[src/rtl/store_queue_unit_pkg.sv]
// store_pkg: shared constants, size decode and queue entry type for the store queue unit.
// Entry fields are sized for the widest datapath; narrower builds zero-extend into them.
package store_pkg;
   localparam logic [6:0] OPC_STORE = 7'b0100011;
   localparam logic [2:0] F3_SB = 3'b000;
   localparam logic [2:0] F3_SH = 3'b001;
   localparam logic [2:0] F3_SW = 3'b010;
   localparam logic [2:0] F3_SD = 3'b011;
   localparam int XLEN_MAX = 64;

   typedef enum logic [2:0] {SZ_B, SZ_H, SZ_W, SZ_D, SZ_BAD} size_e;
   typedef enum logic {IDLE, REQ} state_e;

   typedef struct packed {
      logic [XLEN_MAX-1:0]   addr;
      logic [XLEN_MAX-1:0]   data;
      logic [XLEN_MAX/8-1:0] strb;
   } store_entry_t;

   function automatic size_e size_of(input logic [2:0] f3, input logic xlen64);
      return f3 == F3_SB ? SZ_B :
             f3 == F3_SH ? SZ_H :
             f3 == F3_SW ? SZ_W :
             (f3 == F3_SD && xlen64) ? SZ_D : SZ_BAD;
   endfunction
endpackage

[src/rtl/store_lane_align.sv]
// store_lane_align: combinational byte-lane alignment, strobe generation and
// misaligned/illegal-size detection for one store.
module store_lane_align
   import store_pkg::*;
#(
   parameter int XLEN = 32,
   localparam int STRB_W = XLEN / 8,
   localparam int OW = $clog2(STRB_W)
) (
   input  logic [2:0]        funct3,
   input  logic [XLEN-1:0]   addr,
   input  logic [XLEN-1:0]   rs2,
   output logic [XLEN-1:0]   aligned_addr,
   output logic [XLEN-1:0]   wdata,
   output logic [STRB_W-1:0] wstrb,
   output logic              misaligned,
   output logic              illegal
);
   size_e sz;
   logic [OW-1:0] off;
   logic [OW-1:0] am;
   logic [STRB_W-1:0] mask;

   // am holds the offset bits that must be zero for the access size
   always_comb begin
      sz = size_of(funct3, XLEN == 64);
      off = addr[OW-1:0];
      mask = sz == SZ_B ? STRB_W'(1) :
             sz == SZ_H ? STRB_W'(3) :
             sz == SZ_W ? STRB_W'(15) :
             sz == SZ_D ? {STRB_W{1'b1}} : {STRB_W{1'b0}};
      am = sz == SZ_H ? OW'(1) :
           sz == SZ_W ? OW'(3) :
           sz == SZ_D ? OW'(7) : {OW{1'b0}};
      illegal = sz == SZ_BAD;
      misaligned = |(off & am);
      wstrb = mask << off;
      wdata = rs2 << {off, 3'b000};
      aligned_addr = addr & ~XLEN'(STRB_W - 1);
   end
endmodule

[src/rtl/store_queue_unit.sv]
// store_queue_unit: S-type store address/alignment plus an in-order DEPTH-entry queue drained over req/ack.
// Define STORE_FWD_EN to add the ld_addr/ld_conflict load-conflict probe.
module store_queue_unit
   import store_pkg::*;
#(
   parameter int XLEN = 32,
   parameter int DEPTH = 4,
   localparam int STRB_W = XLEN / 8
) (
   input  logic              clk,
   input  logic              rst_n,
   input  logic              in_valid,
   output logic              in_ready,
   input  logic [6:0]        opcode,
   input  logic [2:0]        funct3,
   input  logic [11:0]       imm,
   input  logic [XLEN-1:0]   rs1,
   input  logic [XLEN-1:0]   rs2,
   output logic              err_valid,
   output logic [XLEN-1:0]   err_addr,
   output logic              mem_req,
   input  logic              mem_ack,
   output logic [XLEN-1:0]   mem_addr,
   output logic [XLEN-1:0]   mem_wdata,
   output logic [STRB_W-1:0] mem_wstrb,
   output logic              empty
`ifdef STORE_FWD_EN
   ,
   input  logic [XLEN-1:0]   ld_addr,
   output logic              ld_conflict
`endif
);
   localparam int AW = $clog2(DEPTH);

   store_entry_t q [DEPTH];
   store_entry_t head;
   state_e st, st_nx;
   logic [AW-1:0] wp, rp, src;
   logic [AW:0] cnt;
   logic acc, is_store, bad, enq, retire, load, mis, ill;
   logic [XLEN-1:0] ea, al_addr, al_data;
   logic [STRB_W-1:0] al_strb;
   logic unused_hi;

   assign in_ready = cnt < (AW+1)'(DEPTH);
   assign acc = in_valid & in_ready;
   assign is_store = opcode == OPC_STORE;
   assign ea = rs1 + XLEN'($signed(imm));
   assign bad = acc & is_store & (mis | ill);
   assign enq = acc & is_store & ~mis & ~ill;

   store_lane_align #(.XLEN(XLEN)) u_align (
      .funct3      (funct3),
      .addr        (ea),
      .rs2         (rs2),
      .aligned_addr(al_addr),
      .wdata       (al_data),
      .wstrb       (al_strb),
      .misaligned  (mis),
      .illegal     (ill)
   );

   always_ff @(posedge clk or negedge rst_n)
      if (!rst_n) st <= IDLE;
      else st <= st_nx;

   always_comb begin
      st_nx = st == IDLE ? (cnt != 0 ? REQ : IDLE) : ((mem_ack && cnt <= 1) ? IDLE : REQ);
   end

   // The in-flight entry stays counted until acked; src picks the entry behind it on back-to-back drains
   always_comb begin
      retire = (st == REQ) & mem_ack;
      load = st == IDLE ? cnt != 0 : mem_ack & (cnt > 1);
      src = st == IDLE ? rp : rp + AW'(1);
   end

   always_ff @(posedge clk or negedge rst_n)
      if (!rst_n) begin
         wp <= '0;
         rp <= '0;
         cnt <= '0;
         head <= '0;
         err_valid <= 1'b0;
         err_addr <= '0;
      end else begin
         wp <= wp + AW'(enq);
         rp <= rp + AW'(retire);
         cnt <= cnt + (AW+1)'(enq) - (AW+1)'(retire);
         if (load) head <= q[src];
         err_valid <= bad;
         if (bad) err_addr <= ea;
      end

   always_ff @(posedge clk)
      if (enq) q[wp] <= '{addr: XLEN_MAX'(al_addr), data: XLEN_MAX'(al_data), strb: (XLEN_MAX/8)'(al_strb)};

   assign mem_req = st == REQ;
   assign mem_addr = head.addr[XLEN-1:0];
   assign mem_wdata = head.data[XLEN-1:0];
   assign mem_wstrb = head.strb[STRB_W-1:0];
   assign empty = (cnt == 0) & (st == IDLE);
   assign unused_hi = ^{head.addr >> XLEN, head.data >> XLEN, head.strb >> STRB_W};

`ifdef STORE_FWD_EN
   logic [XLEN-1:0] ld_al;

   assign ld_al = ld_addr & ~XLEN'(STRB_W - 1);

   // The in-flight entry is still inside the valid window, so it is covered here too
   always_comb begin
      ld_conflict = 1'b0;
      for (int i = 0; i < DEPTH; i++)
         if ({1'b0, AW'(i) - rp} < cnt && q[i].addr[XLEN-1:0] == ld_al) ld_conflict = 1'b1;
   end
`endif
endmodule

[config.mk]
export PLATFORM = sky130hd
export DESIGN_NAME = store_queue_unit
export DESIGN_NICKNAME = d
export VERILOG_FILES = /design/src/rtl/store_queue_unit_pkg.sv /design/src/rtl/store_lane_align.sv /design/src/rtl/store_queue_unit.sv
export SDC_FILE = /design/constraint.sdc
export NUM_CORES = 1
export LEC_CHECK = 0
export ABC_AREA = 0
export ABC_CLOCK_PERIOD_IN_PS = 6200
export BUFFER_PORTS_ARGS = -buffer_cell sky130_fd_sc_hd__buf_2
export CAP_MARGIN = 20
export CORE_ASPECT_RATIO = 1.75
export CORE_UTILIZATION = 45
export DETAILED_ROUTE_END_ITERATION = 6
export HOLD_SLACK_MARGIN = 0.1
export PLACE_DENSITY = 0.67
export SYNTH_ARGS = -nofsm -noshare
export SYNTH_HDL_FRONTEND = slang
export SYNTH_SLANG_ARGS = --single-unit
[constraint.sdc]
create_clock -name clk -period 6.2 [get_ports clk]
set_input_delay 0.31 -clock clk [delete_from_list [all_inputs] [get_ports clk]]
set_output_delay 0.31 -clock clk [all_outputs]
set_load 0.01 [all_outputs]
==> impl_summary.md <==
Run status
The run finished with clean final reports.

Global routing
The aggregate global routing overflow is 0. The met2 routing resource usage after global routing is 39.63%. The first global-routing pass estimated 54280 um of wire. The met1 track demand over resource in global routing is 22.55%.

The number of global-route vias before repair was 9397. For met3 alone, demand over resource in global routing was 2.362%. The all-layer global routing usage is 20.34%. The layer flagged by global routing as most heavily used is met2. Entering global routing, the biggest net connects 67 pins. The initial antenna violation count came to 0.

STA
Summed over all failing endpoints, the final setup total negative slack is 0 ns. The worst relative slew slack is 31.03%. For the pin with the worst max-slew slack, the measured transition is 1.035 ns.

The hold violation total from the final report is 0. Derived from the worst setup path, the maximum achievable clock frequency is 0.3418 GHz. The share of the clock period used by the worst path is 47.19%. For the final database, setup skew stands at 0.01467 ns. The number of slew-limit violations in the final report is 0. The final setup violation count is 0. The post-route minimum period is 2.926 ns. Setup repair after global routing left no endpoint under its margin.

Floorplan
Once the floorplan was initialized, standard cells occupied 45.55% of the core. In this run the core area contains 91 standard-cell rows. During I/O placement, the number of pins put on the boundary was 194. The die height is 251.3 um. The floorplan die width is 144.4 um. The core region is 0.03507 mm^2.

The die covers 0.03629 mm^2.

Flow run
Across the run, the number of max-cap violations was 0.

Route
The final antenna-violating net count is 0. The mean number of vias per cell is 5.458. The number of vias in the routed layout is 9061. After detailed routing, the total wire length is 35950 um. The first detailed-routing pass took 4 iterations. In the routed design, unresolved DRC markers number 0. In this run, the number of DRC markers left after iteration 0 of detailed routing was 527. The routed length per placed instance is 21.66 um.

Critical path
The element type at the critical path start is an input pin. The largest driver fanout on the critical path is 66. At the worst endpoint, the required time is 6.37 ns.

The kind of critical path is in -> reg. The critical path data arrival time is 3.10 ns. The type of element capturing the critical path is a flop.

Synthesis
The mapped cell area is 0.01598 mm^2. In this run, synthesis produced a sequential element count of 371. The dominant register cell in the synthesized netlist is sky130_fd_sc_hd__edfxtp_1. The fraction of the yosys area taken by sequential cells is 66.38%. Dividing the synthesized area by the synthesized cell count gives 16.47 um^2. Synthesis instantiated 61 different standard cells from the library.

The fraction of registers with async set or reset after synthesis is 28.84%. The warning count from the yosys run is 0. The number of flops mapped to enable cells by yosys is 264. Synthesis produced a netlist whose cell count is 970.

Clocking
The H-tree depth is 1. The clock net in this run drives a total of 371 sinks. The TritonCTS buffer count is 30. After clock tree synthesis, the clock-pin slew on the worst setup and hold paths is 0.07 ns.

In this run, post-CTS repair resized a total of 0 instances. The clock passes through at most 3 buffers. The tree is rooted in a sky130_fd_sc_hd__clkbuf_16.

The CTS tree is built. For the worst-skew pair, the clock arrives at the later sink with an insertion delay of 0.56 ns.

Pwr
Summed over all cells, the static leakage comes to 7.188 nW. Summing internal, switching and leakage power gives 8.156 mW. The power density over the cells is 437.0 mW/mm^2. IR analysis of the VDD net gives a maximum drop of 432.8 uV.

Cells and area
The post-route netlist has 35.73% of its cells at a drive strength greater than 1. The signed area change from the synthesized netlist to the final layout is 16.82%. The repair_antennas step left the layout with diodes totalling 0. The total non-filler cell area in the finished layout is 0.01866 mm^2. The count of filler cells inserted in the layout is 2981. The number of nets at the end of the flow is 1300.

Placement
The HPWL after detailed placement is 24440 um. After detailed placement, the total cell area comes to 0.01754 mm^2. The congestion estimate from routability-driven global placement came to 0.8687. Port buffering added 191 buffers.

Min path
The type of the tightest min-delay check is in -> reg.
==> layout make-up <==
| cell class | instances | area (um^2) | share of cell area [%] |
|---|---|---|---|
| clock buffer | 40 | 850.8 | 4.559 |
| clock inverter | 16 | 265.3 | 1.421 |
| inverter | 16 | 60.06 | 0.3218 |
| multi-input combinational | 546 | 5213 | 27.93 |
| sequential | 371 | 10610 | 56.83 |
| tap | 465 | 581.8 | 3.118 |
| timing repair buffer | 206 | 1086 | 5.820 |
==> per-layer routing <==
metal / wire length, um / up-vias
met5: 0 / -
met4: 701 / 0
met3: 1508 / 42
met2: 20520 / 234
met1: 13220 / 4620
li1: - / 4165
==> state kept, by name (all words and copies together) (netlist names) <==
signal and cells:
err_addr 32, mem_req 1, mem_wstrb 4, q 264
mem_addr 30, wp 2, rp 2, cnt 3
err_valid 1, mem_wdata 32
==> worst max-delay path: stages <==
cell	delay, ns
sky130_fd_sc_hd__buf_2	0.10
sky130_fd_sc_hd__ha_1	0.22
sky130_fd_sc_hd__fa_2	0.42
sky130_fd_sc_hd__buf_4	0.28
sky130_fd_sc_hd__o21ai_0	0.21
sky130_fd_sc_hd__a21oi_1	0.11
sky130_fd_sc_hd__nor2_1	0.10
sky130_fd_sc_hd__nand2_1	0.14
sky130_fd_sc_hd__inv_1	0.15
sky130_fd_sc_hd__nand2_1	0.11
sky130_fd_sc_hd__nor2_4	0.10
sky130_fd_sc_hd__buf_4	0.78
==> synth_stat cells, types with 4 or more instances <==
| cell | count | area, um^2 |
|---|---|---|
| sky130_fd_sc_hd__xor2_1 | 14 | 122.6 |
| sky130_fd_sc_hd__o21ai_0 | 31 | 155.2 |
| sky130_fd_sc_hd__buf_2 | 9 | 45.04 |
| sky130_fd_sc_hd__o211ai_1 | 6 | 45.04 |
| sky130_fd_sc_hd__nor2_1 | 37 | 138.9 |
| sky130_fd_sc_hd__nor2b_1 | 10 | 62.56 |
| sky130_fd_sc_hd__buf_1 | 12 | 45.04 |
| sky130_fd_sc_hd__buf_4 | 5 | 37.54 |
| sky130_fd_sc_hd__a21o_1 | 10 | 75.07 |
| sky130_fd_sc_hd__xnor2_1 | 21 | 183.9 |
| sky130_fd_sc_hd__nor3_1 | 4 | 20.02 |
| sky130_fd_sc_hd__a21oi_1 | 48 | 240.2 |
| sky130_fd_sc_hd__a211oi_1 | 10 | 75.07 |
| sky130_fd_sc_hd__inv_1 | 15 | 56.30 |
| sky130_fd_sc_hd__ha_1 | 37 | 462.9 |
| sky130_fd_sc_hd__edfxtp_1 | 264 | 7928 |
| sky130_fd_sc_hd__and2_1 | 13 | 81.33 |
| sky130_fd_sc_hd__mux2_1 | 4 | 45.04 |
| sky130_fd_sc_hd__mux2i_1 | 17 | 170.2 |
| sky130_fd_sc_hd__mux2_2 | 84 | 945.9 |
| sky130_fd_sc_hd__o21a_1 | 4 | 30.03 |
| sky130_fd_sc_hd__dfrtp_1 | 107 | 2678 |
| sky130_fd_sc_hd__mux4_2 | 66 | 1486 |
| sky130_fd_sc_hd__nand3_1 | 13 | 65.06 |
| sky130_fd_sc_hd__nand2_1 | 62 | 232.7 |
| sky130_fd_sc_hd__clkbuf_1 | 12 | 45.04 |
| sky130_fd_sc_hd__a31oi_1 | 5 | 31.28 |
==> where the power goes <==
group	switching, mW	internal, mW	total, mW	leakage, nW
registers	0.160	3.01	3.17	3.72
logic	1.43	1.43	2.86	2.93
clock network	0.861	1.26	2.12	0.535
==> path summary, 6_finish.rpt <==
path | startpoint | end | depth (start not counted) | slack [ns]
max | imm[0] | q[2][60] | 12 | 3.27
min | rs2[7] | q[2][11] | 2 | 0.17
max reg2reg | cnt[2] | q[2][60] | 8 | 3.40
min reg2reg | err_addr[0] | err_addr[0] | 2 | 0.50
max in group asynchronous | rst_n | mem_wdata[17] | 3 | 4.54
min in group asynchronous | rst_n | mem_addr[16] | 2 | 0.35
==> cells in the final DEF, fill, tap and decap left out, types with 20 or more instances in the layout <==
cell type                     n
sky130_fd_sc_hd__nor2_1      35
sky130_fd_sc_hd__xnor2_1     20
sky130_fd_sc_hd__edfxtp_1   264
sky130_fd_sc_hd__dfrtp_1    107
sky130_fd_sc_hd__clkbuf_16   32
sky130_fd_sc_hd__mux4_2      66
sky130_fd_sc_hd__o21ai_0     31
sky130_fd_sc_hd__nand2_1     62
sky130_fd_sc_hd__mux2_2      84
sky130_fd_sc_hd__ha_1        37
sky130_fd_sc_hd__buf_2      190
sky130_fd_sc_hd__a21oi_1     47
==> per-stage QoR <==
stage / cells / worst slack [ns] / utilization, % / hold slack (ns)
6_report: 1660 / 3.274 / 53.21 / 0.1685
5_1_grt: 1660 / 3.014 / 53.21 / 0.1540
4_1_cts: 1660 / 3.272 / 53.21 / 0.1404
3_5_place_dp: 1603 / 2.686 / 50.00 / 0.4174
3_3_place_gp: 1602 / 2.374 / 49.95 / 0.4108
2_1_floorplan: 971 / 1.360 / - / 0.01441
==> what timing repair did <==
item,4_1_cts,5_1_grt
hold buffers,1,0
buffers inserted,0,0
endpoints found under the setup margin,0,0
hold endpoints to repair,53,0
==> cell families after synthesis <==
logic type | synth area share, %
DFF | 66.38
muxes | 16.67
and+or+nand+nor | 4.629
AOI/OAI and AO/OA | 5.772
buffers and inverters | 1.457
adders and majority gates | 3.148
xor gates and xnor gates | 1.919
other | 0.02347
Power figures use the tool's default switching activity.
